$ cat src/rtl/mult_arb_pkg.sv
// mult_arb_pkg: shared constants, ID-width helper and tag-stage type for mult_share_arbiter.
package mult_arb_pkg;
  localparam int MUL_LAT_DEF = 3;
  localparam int W_DEF = 8;
  localparam int ID_MAX_W = 3;
  function automatic int id_w(input int n);
    return (n > 2) ? $clog2(n) : 1;
  endfunction
  // Sized for the largest supported requester count; the top slices down to its own ID width.
  typedef struct packed {
    logic                valid;
    logic [ID_MAX_W-1:0] id;
  } tag_t;
endpackage

$ cat src/rtl/rr_arbiter.sv
// rr_arbiter: combinational round-robin grant, highest priority at ptr, descending mod N.
module rr_arbiter #(
  parameter int N = 4,
  parameter int IW = 2
) (
  input  logic [N-1:0]  req,
  input  logic          en,
  input  logic [IW-1:0] ptr,
  output logic [N-1:0]  gnt,
  output logic          gnt_any,
  output logic [IW-1:0] gnt_id
);
  always_comb begin
    gnt_any = 1'b0;
    gnt_id = '0;
    // Scan from lowest priority upward so the highest-priority hit is written last.
    for (int k = N - 1; k >= 0; k--) begin
      if (en && req[(int'(ptr) + k) % N]) begin
        gnt_any = 1'b1;
        gnt_id = IW'((int'(ptr) + k) % N);
      end
    end
    gnt = gnt_any ? (N'(1) << gnt_id) : '0;
  end
endmodule

$ cat src/rtl/mult_share_arbiter.sv
// mult_share_arbiter: round-robin sharing of one pipelined multiplier with ID-tagged results.
// Define MULT_ARB_OUT_REG_EN to register {res_valid, res_id, res_p} (latency MUL_LAT+1).
module mult_share_arbiter
  import mult_arb_pkg::*;
#(
  parameter int N_REQ = 4,
  parameter int W = W_DEF,
  parameter int MUL_LAT = MUL_LAT_DEF,
  localparam int IW = id_w(N_REQ)
) (
  input  logic               clk,
  input  logic               rst,
  input  logic               issue_en,
  input  logic [N_REQ-1:0]   req_valid,
  input  logic [N_REQ*W-1:0] req_a,
  input  logic [N_REQ*W-1:0] req_b,
  output logic [N_REQ-1:0]   req_ready,
  output logic [W-1:0]       mul_a,
  output logic [W-1:0]       mul_b,
  input  logic [2*W-1:0]     mul_p,
  output logic               res_valid,
  output logic [IW-1:0]      res_id,
  output logic [2*W-1:0]     res_p
);
  logic [IW-1:0] ptr;
  logic          gnt_any;
  logic [IW-1:0] gnt_id;
  tag_t          tags [MUL_LAT];
  logic          fin_v;
  logic [IW-1:0] fin_id;
  logic          unused_id_bits;

  rr_arbiter #(.N(N_REQ), .IW(IW)) u_arb (
    .req(req_valid),
    .en(issue_en & rst),
    .ptr(ptr),
    .gnt(req_ready),
    .gnt_any(gnt_any),
    .gnt_id(gnt_id)
  );

  assign mul_a = gnt_any ? req_a[gnt_id*W +: W] : '0;
  assign mul_b = gnt_any ? req_b[gnt_id*W +: W] : '0;

  always_ff @(posedge clk or negedge rst) begin
    if (!rst) begin
      ptr <= '0;
      for (int s = 0; s < MUL_LAT; s++) tags[s] <= '0;
    end else begin
      if (gnt_any) ptr <= (gnt_id == IW'(N_REQ - 1)) ? '0 : gnt_id + 1'b1;
      tags[0] <= '{valid: gnt_any, id: ID_MAX_W'(gnt_id)};
      for (int s = 1; s < MUL_LAT; s++) tags[s] <= tags[s-1];
    end
  end

  assign fin_v = tags[MUL_LAT-1].valid;
  assign fin_id = tags[MUL_LAT-1].id[IW-1:0];
  assign unused_id_bits = ^tags[MUL_LAT-1].id;

`ifdef MULT_ARB_OUT_REG_EN
  always_ff @(posedge clk or negedge rst) begin
    if (!rst) begin
      res_valid <= 1'b0;
      res_id <= '0;
      res_p <= '0;
    end else begin
      res_valid <= fin_v;
      res_id <= fin_id;
      res_p <= mul_p & {(2*W){fin_v}};
    end
  end
`else
  assign res_valid = fin_v;
  assign res_id = fin_id;
  assign res_p = mul_p & {(2*W){fin_v}};
`endif
endmodule

$ cat config.mk
export PLATFORM = sky130hd
export DESIGN_NAME = mult_share_arbiter
export DESIGN_NICKNAME = d
export VERILOG_FILES = /design/src/rtl/mult_arb_pkg.sv /design/src/rtl/rr_arbiter.sv /design/src/rtl/mult_share_arbiter.sv
export SDC_FILE = /design/constraint.sdc
export NUM_CORES = 1
export LEC_CHECK = 0
export ABC_AREA = 1
export CAP_MARGIN = 20
export CORE_ASPECT_RATIO = 1.75
export CORE_MARGIN = 2
export CORE_UTILIZATION = 37
export DETAILED_ROUTE_END_ITERATION = 6
export MAX_ROUTING_LAYER = met4
export PLACE_DENSITY_LB_ADDON = 0.15
export SKIP_CTS_REPAIR_TIMING = 1
export SLEW_MARGIN = 20
export SYNTH_ARGS = -nofsm -noshare
export SYNTH_HDL_FRONTEND = slang
export SYNTH_SLANG_ARGS = --single-unit
$ cat constraint.sdc
create_clock -name clk -period 4.8 [get_ports clk]
set_clock_uncertainty 0.1 [all_clocks]
set_input_delay 0.96 -clock clk [delete_from_list [all_inputs] [get_ports clk]]
set_output_delay 0.96 -clock clk [all_outputs]
set_load 0.05 [all_outputs]
==> impl_metrics.xml, run 1 <==
<?xml version="1.0" encoding="UTF-8"?>
<metrics>
  <group name="global_route">
    <metric name="number_of_global_route_vias_before_repair" unit="">2145</metric>
    <metric name="grt_first_pass_wirelength" unit="um">8800</metric>
    <metric name="grt_max_degree" unit="">54</metric>
    <metric name="track_usage" unit="%">23.7</metric>
    <metric name="antenna_violations_before_repair" unit="">0</metric>
    <metric name="overflow" unit="">0</metric>
  </group>
  <group name="logic_synthesis">
    <metric name="synth_xor_area_share" unit="%">0</metric>
    <metric name="post_synth_most_frequent_cells" unit="">118 x sky130_fd_sc_hd__nand2_1, 55 x sky130_fd_sc_hd__nor2_1, 47 x sky130_fd_sc_hd__inv_1</metric>
    <metric name="synth_cell_types" unit="">18</metric>
    <metric name="ys_dominant_reg_cell" unit="">sky130_fd_sc_hd__dfrtp_1</metric>
    <metric name="synth_fa_ha_area_share" unit="%">3.10</metric>
    <metric name="combinational_family_with_the_most_area_after_synthesis" unit="">simple AND/OR/NAND/NOR gates</metric>
    <metric name="yosys-top-cells-area" unit="">sky130_fd_sc_hd__nand2_1 27%, sky130_fd_sc_hd__dfrtp_1 17%, sky130_fd_sc_hd__nor2_1 13%</metric>
    <metric name="synthesis.yosys.warnings" unit="">0</metric>
    <metric name="edff_count_synth" unit="">0</metric>
    <metric name="post-synth-top-area-fraction" unit="%">27.4</metric>
    <metric name="post_synth.cell_area_avg" unit="um2">5.22</metric>
    <metric name="synth_largest_area_cell" unit="">sky130_fd_sc_hd__nand2_1</metric>
    <metric name="synthMuxAreaShare" unit="%">0</metric>
    <metric name="synth.most_common_cell" unit="">sky130_fd_sc_hd__nand2_1</metric>
    <metric name="synth-seq-cells" unit="">11</metric>
    <metric name="synth-seq-area-share" unit="%">17.1</metric>
    <metric name="synth_area" unit="mm2">0.00161</metric>
    <metric name="post_synth_and_or_nand_nor_area_fraction" unit="%">58.8</metric>
    <metric name="mappedNetlistNets" unit="">400</metric>
    <metric name="synthArstFlopShare" unit="%">100</metric>
    <metric name="synth_cells" unit="">309</metric>
    <metric name="synth_area_in_compound_gates" unit="%">1.32</metric>
  </group>
  <group name="timing">
    <metric name="tightestPinTransition" unit="ns">0.502</metric>
    <metric name="setup_tns" unit="ns">0</metric>
    <metric name="worst_slew_margin_rel" unit="%">66.4</metric>
    <metric name="finalSetupViolCount" unit="">0</metric>
    <metric name="worst_slack" unit="ns">0.426</metric>
    <metric name="finalCritPeriodShare" unit="%">91.1</metric>
    <metric name="fin_hold_ws" unit="ns">0.249</metric>
    <metric name="min_period" unit="ns">4.37</metric>
    <metric name="achievable-frequency" unit="MHz">229</metric>
    <metric name="hold_viol" unit="">0</metric>
    <metric name="final-max-slew-violation-count" unit="">0</metric>
    <metric name="grt_setup_unrepaired" unit="">false</metric>
  </group>
  <group name="clock_network">
    <metric name="cts_tree" unit="">done</metric>
    <metric name="cts.clk_slew.worst_paths" unit="ns">0.05</metric>
    <metric name="cts_max_level" unit="">1</metric>
    <metric name="cts_buffer_count" unit="">3</metric>
    <metric name="clock-sinks" unit="">11</metric>
    <metric name="cts_root_buffer" unit="">sky130_fd_sc_hd__clkbuf_8</metric>
    <metric name="clock_path_buffers" unit="">2</metric>
    <metric name="clock_latency" unit="ns">0.23</metric>
  </group>
  <group name="setup_path">
    <metric name="crit_path_capture_type" unit="">output port</metric>
    <metric name="cp.required" unit="ns">3.74</metric>
    <metric name="criticalPathCategory" unit="">in -&gt; out</metric>
    <metric name="startpoint_type" unit="">primary input</metric>
    <metric name="cp.arrival" unit="ns">3.31</metric>
    <metric name="worstPathMaxFanout" unit="">53</metric>
  </group>
  <group name="cells_and_area">
    <metric name="ratio_of_cells_with_drive_above_1_in_the_final_layout" unit="%">9.20</metric>
    <metric name="areaGrowthSynthToFinish" unit="%">89.4</metric>
    <metric name="antenna_cells_inserted" unit="">0</metric>
    <metric name="nets" unit="">516</metric>
  </group>
  <group name="place">
    <metric name="portBuffers" unit="">125</metric>
    <metric name="dp_hpwl" unit="um">4180</metric>
    <metric name="dp_slack" unit="ns">0.407</metric>
    <metric name="routabilityCongestion" unit="">0.969</metric>
  </group>
  <group name="floorplanning">
    <metric name="floorplan.die.height" unit="um">91.4</metric>
    <metric name="rows" unit="">31</metric>
    <metric name="design.core.area" unit="mm2">0.00415</metric>
    <metric name="i_o_pins" unit="">126</metric>
    <metric name="die_w" unit="um">53.9</metric>
    <metric name="start_util" unit="%">38.9</metric>
    <metric name="fp.dieArea" unit="mm2">0.00493</metric>
  </group>
  <group name="drt">
    <metric name="dr.first_iter.drc_count" unit="">30</metric>
    <metric name="drc_errors" unit="">0</metric>
    <metric name="detailedRoute.firstPassIterationCount" unit="">6</metric>
    <metric name="postRouteWirelength" unit="um">5190</metric>
    <metric name="routed_via_density" unit="">4.60</metric>
    <metric name="wl_per_cell" unit="um">11.0</metric>
    <metric name="via_count" unit="">2178</metric>
    <metric name="final_ant_viol_nets" unit="">0</metric>
  </group>
  <group name="pwr">
    <metric name="peakVddDrop" unit="V">0.000455</metric>
    <metric name="power" unit="W">0.00206</metric>
    <metric name="static-leakage-power" unit="nW">1.61</metric>
    <metric name="pwr_per_cell_area" unit="mW/mm2">673</metric>
  </group>
  <group name="hold_path">
    <metric name="hold_path_class" unit="">reg -&gt; reg</metric>
  </group>
  <group name="run_status">
    <metric name="outcome" unit="">completed</metric>
  </group>
  <group name="run">
    <metric name="max-cap-violations" unit="">0</metric>
  </group>
</metrics>
cell families (layout without fill, tap and decap cells):
family	Yosys count	after routing
fa+ha+maj	4	4
buf+inv	66	181
flops	11	11
compound gates	2	2
simple gates	226	226
per-layer routing:
layer  vias up  wire, um  track usage (%)
met4         0       108             8.97
met3        10       499             4.93
met1       919      1750             23.2
li1       1139         -                -
met5         -         0                -
met2       110      2830             42.8
power by group:
part | total [W] | switching, W | internal, W
Sequential | 0.000186 | 0.0000497 | 0.000137
Combinational | 0.00178 | 0.00109 | 0.000695
Clock | 0.0000903 | 0.0000322 | 0.0000581
Total | 0.00206 | 0.00117 | 0.000890
critical path: stages:
cell                              delay (ns)
sky130_fd_sc_hd__clkdlybuf4s50_1        0.41
sky130_fd_sc_hd__nand2_1                0.09
sky130_fd_sc_hd__clkinv_1               0.21
sky130_fd_sc_hd__nand2_1                0.13
sky130_fd_sc_hd__inv_1                  0.06
sky130_fd_sc_hd__nand2_2                0.09
sky130_fd_sc_hd__nand2_1                0.06
sky130_fd_sc_hd__inv_1                  0.09
sky130_fd_sc_hd__nand2_4                0.14
sky130_fd_sc_hd__nand2_4                0.42
sky130_fd_sc_hd__ha_1                   0.24
sky130_fd_sc_hd__inv_1                  0.04
sky130_fd_sc_hd__nor2_1                 0.20
sky130_fd_sc_hd__buf_12                 0.17
state kept, by name, indices dropped and copies added (netlist names):
register / flops
tags: 6
res_valid: 1
res_id: 2
ptr: 2
cells in the final DEF, fill, tap and decap left out:
cell type                           n
sky130_fd_sc_hd__nand2_1          118
sky130_fd_sc_hd__clkdlybuf4s50_1  105
sky130_fd_sc_hd__nor2_1            55
sky130_fd_sc_hd__inv_1             47
sky130_fd_sc_hd__nand3_1           40
sky130_fd_sc_hd__buf_12            20
sky130_fd_sc_hd__dfrtp_1           11
sky130_fd_sc_hd__nand2_2            7
sky130_fd_sc_hd__ha_1               4
sky130_fd_sc_hd__nand2_4            3
sky130_fd_sc_hd__clkbuf_8           3
sky130_fd_sc_hd__inv_2              2
sky130_fd_sc_hd__nand4_1            2
sky130_fd_sc_hd__buf_4              2
sky130_fd_sc_hd__clkinv_1           1
sky130_fd_sc_hd__nand3_2            1
sky130_fd_sc_hd__a21oi_4            1
sky130_fd_sc_hd__o21ai_0            1
sky130_fd_sc_hd__clkbuf_1           1
path summary, 6_finish.rpt:
path,endpoint,cells after the start,from,slack [ns]
max in group asynchronous,ptr[1],2,rst,3.51
max,req_ready[3],14,issue_en,0.43
min in group asynchronous,tags[9],2,rst,0.95
min,tags[5],0,tags[9],0.25
max reg2reg,ptr[1],11,ptr[0],2.17
min reg2reg,tags[5],0,tags[9],0.25
metrics by stage:
step           cell area (um2)  utilization (%)  instances
5_1_grt                   3060             73.7        473
2_1_floorplan             1610                -        309
3_3_place_gp              3010             72.6        469
6_report                  3060             73.7        473
4_1_cts                   3060             73.7        473
3_5_place_dp              3010             72.6        469
final cells by class:
class | instances | area (um2)
tap | 49 | 61.3
multi-input combinational | 232 | 1020
sequential | 11 | 275
timing repair buffer | 127 | 1470
clock buffer | 4 | 45.0
fill | 373 | 1090
inverter | 50 | 188
Note: power is estimated with default switching activity, not from simulation.
==> run 2, diff against run 1 <==
Settings changed: CORE_MARGIN 2 to 3, SKIP_LAST_GASP from default to 1.
==> run 2 against run 1 <==
Non-clock buffer count did not move. Clock power fell by 2%. Global-route usage fell by 3.4 points. Count of clock-buffer cells in the layout did not move. Power fell by 2.2%. Flip-flop and latch count did not move. Die area rose by 6.0%. Critical endpoint unchanged. Largest cell class unchanged. Largest power group unchanged. Highest routed layer unchanged.
==> impl_metrics.xml, run 2 (synthesis gave the netlist of run 1 again) <==
<?xml version="1.0" encoding="UTF-8"?>
<metrics>
  <group name="run_status">
    <metric name="outcome" unit="">completed</metric>
  </group>
  <group name="setup_path">
    <metric name="criticalPathCategory" unit="">in -&gt; out</metric>
    <metric name="cp.required" unit="ns">3.74</metric>
    <metric name="startpoint_type" unit="">primary input</metric>
    <metric name="worstPathMaxFanout" unit="">53</metric>
    <metric name="crit_path_cell_trace" unit="">clkdlybuf4s50_1 &gt; nand2_1 &gt; clkinv_1 &gt; nand2_1 &gt; inv_1 &gt; nand2_2 &gt; nand2_1 &gt; inv_1 &gt; nand2_4 &gt; nand2_4 &gt; ha_1 &gt; inv_1 &gt; nor2_1 &gt; buf_12</metric>
    <metric name="crit_path_capture_type" unit="">output port</metric>
    <metric name="timing.critical_path.slowest_cell_delay" unit="ns">0.44</metric>
    <metric name="cp-startpoint" unit="">rst</metric>
    <metric name="r2r-start" unit="">ptr[0]</metric>
    <metric name="cp.arrival" unit="ns">3.29</metric>
    <metric name="critical_path.slowest_cell" unit="">sky130_fd_sc_hd__clkdlybuf4s50_1</metric>
  </group>
  <group name="global_route">
    <metric name="number_of_global_route_vias_before_repair" unit="">2060</metric>
    <metric name="overflow" unit="">0</metric>
    <metric name="grt_max_degree" unit="">54</metric>
    <metric name="track_usage" unit="%">20.3</metric>
    <metric name="antenna_violations_before_repair" unit="">0</metric>
    <metric name="grt_first_pass_wirelength" unit="um">8580</metric>
  </group>
  <group name="timing">
    <metric name="final-max-slew-violation-count" unit="">0</metric>
    <metric name="finalCritPeriodShare" unit="%">90.7</metric>
    <metric name="worst_slew_margin_rel" unit="%">66.1</metric>
    <metric name="grt_setup_unrepaired" unit="">false</metric>
    <metric name="achievable-frequency" unit="MHz">230</metric>
    <metric name="tightestPinTransition" unit="ns">0.507</metric>
    <metric name="finalSetupViolCount" unit="">0</metric>
    <metric name="hold_viol" unit="">0</metric>
    <metric name="setup_tns" unit="ns">0</metric>
    <metric name="min_period" unit="ns">4.35</metric>
  </group>
  <group name="cells_and_area">
    <metric name="areaGrowthSynthToFinish" unit="%">87.1</metric>
    <metric name="leading_cell_type_in_the_layout_fill_and_taps_excluded" unit="">sky130_fd_sc_hd__nand2_1</metric>
    <metric name="nets" unit="">516</metric>
    <metric name="multi_input_area" unit="mm2">0.00102</metric>
    <metric name="largest_register_ffs" unit="">6</metric>
    <metric name="num-fill-cells" unit="">360</metric>
    <metric name="area.sequential" unit="um2">275</metric>
    <metric name="biggestRegsByFlops" unit="">tags x6, ptr x2, res_id x2</metric>
    <metric name="ratio_of_cells_with_drive_above_1_in_the_final_layout" unit="%">9.20</metric>
    <metric name="antenna_cells_inserted" unit="">0</metric>
    <metric name="largest_register" unit="">tags</metric>
    <metric name="mostFrequentLayoutCells" unit="">118 x sky130_fd_sc_hd__nand2_1, 105 x sky130_fd_sc_hd__clkdlybuf4s50_1, 55 x sky130_fd_sc_hd__nor2_1, 47 x sky130_fd_sc_hd__inv_1, 40 x sky130_fd_sc_hd__nand3_1</metric>
  </group>
  <group name="hold_path">
    <metric name="hold_path_class" unit="">reg -&gt; reg</metric>
    <metric name="launch_point_of_the_worst_hold_path" unit="">tags[5]</metric>
  </group>
  <group name="drt">
    <metric name="via_count" unit="">2180</metric>
    <metric name="detailedRoute.firstPassIterationCount" unit="">4</metric>
    <metric name="routed_via_density" unit="">4.61</metric>
    <metric name="drc_errors" unit="">0</metric>
    <metric name="postRouteWirelength" unit="um">5140</metric>
    <metric name="final_ant_viol_nets" unit="">0</metric>
    <metric name="wl_per_cell" unit="um">10.9</metric>
    <metric name="dr.first_iter.drc_count" unit="">44</metric>
  </group>
  <group name="pwr">
    <metric name="pwr_per_cell_area" unit="mW/mm2">667</metric>
    <metric name="peakVddDrop" unit="V">0.000551</metric>
    <metric name="power.share.sequential" unit="%">9.2</metric>
    <metric name="switchingPower" unit="W">0.00115</metric>
    <metric name="net_switching_fraction_of_the_power" unit="%">57.1</metric>
    <metric name="share_comb_of_total_power" unit="%">86.4</metric>
    <metric name="power" unit="W">0.00201</metric>
    <metric name="power.internal" unit="W">0.000864</metric>
    <metric name="static-leakage-power" unit="nW">1.60</metric>
    <metric name="p_clk_share" unit="%">4.4</metric>
  </group>
  <group name="floorplanning">
    <metric name="design.core.area" unit="mm2">0.00419</metric>
    <metric name="floorplan.die.height" unit="um">93.4</metric>
    <metric name="die_w" unit="um">55.9</metric>
    <metric name="start_util" unit="%">38.5</metric>
    <metric name="i_o_pins" unit="">126</metric>
    <metric name="rows" unit="">31</metric>
    <metric name="fp.dieArea" unit="mm2">0.00522</metric>
  </group>
  <group name="clock_network">
    <metric name="cts_buffer_count" unit="">3</metric>
    <metric name="clock_latency" unit="ns">0.23</metric>
    <metric name="cts_root_buffer" unit="">sky130_fd_sc_hd__clkbuf_8</metric>
    <metric name="cts_tree" unit="">done</metric>
    <metric name="clock_path_buffers" unit="">2</metric>
    <metric name="cts_max_level" unit="">1</metric>
    <metric name="cts.clk_slew.worst_paths" unit="ns">0.04</metric>
    <metric name="clock-sinks" unit="">11</metric>
  </group>
  <group name="place">
    <metric name="portBuffers" unit="">125</metric>
    <metric name="dp_hpwl" unit="um">4250</metric>
    <metric name="routabilityCongestion" unit="">0.897</metric>
  </group>
  <group name="run">
    <metric name="max-cap-violations" unit="">0</metric>
  </group>
</metrics>
[run 2: changes by cell type in the layout (fill, tap and decap cells not counted)]
cell,previous run,this run
sky130_fd_sc_hd__buf_12,20,17
sky130_fd_sc_hd__buf_4,2,5
[run 2: cell type report]
cell class                      instances  area share, %
Timing Repair Buffer                  127           47.3
Tap cell                               49           2.03
Sequential cell                        11           9.12
Multi-Input combinational cell        232           33.8
Clock buffer                            4           1.49
Inverter                               50           6.22
[run 2: path summary, 6_finish.rpt]
check,to,slack (ns),cells after the start
worst max register to register,ptr[1],2.24,11
worst max-delay path,req_ready[3],0.45,14
worst min register to register,res_id[1],0.25,0
max in group asynchronous,res_id[1],3.49,2
worst min-delay path,res_id[1],0.25,0
min in group asynchronous,tags[4],0.98,2
[run 2: stage by stage]
stage,setup WS (ns),area [um2],hold slack (ns),util [%],instances
after floorplan,0.989,1610,0.231,-,309
after global placement,0.489,2970,0.236,71.0,469
after detailed placement,0.421,2970,0.236,71.0,469
after CTS,0.410,3020,0.256,72.1,473
after global routing,0.173,3020,0.261,72.1,473
final,0.449,3020,0.251,72.1,473
[run 2: power by group through the flow]
stage / Combinational, W / Clock, W / Sequential [W]
2_1_floorplan: 0.00116 / 0 / 0.000169
3_3_place_gp: 0.00174 / 0 / 0.000186
3_5_place_dp: 0.00175 / 0 / 0.000188
6_report: 0.00174 / 0.0000883 / 0.000186
4_1_cts: 0.00176 / 0.0000912 / 0.000188
5_1_grt: 0.00186 / 0.0000972 / 0.000197
[run 2: worst max-delay path: cells and delay by family]
kind                       cells  cell delay (ns)
adders and majority gates      1             0.24
buffers and inverters          6             1.00
and+or+nand+nor                7             1.10
[run 2: layer usage]
metal / share of wire, % / track usage [%] / vias to the layer above
li1: - / - / 1141
met1: 36 / 19.8 / 932
met2: 55 / 38.4 / 95
met3: 6.8 / 4.42 / 12
met4: 2.6 / 8.12 / 0
met5: 0 / - / -
==> run 3, diff against run 2 <==
Settings changed: GPL_ROUTABILITY_DRIVEN from default to 0.
==> results of run 3 <==
The final DEF is identical to that of run 2; final timing and power are the same.
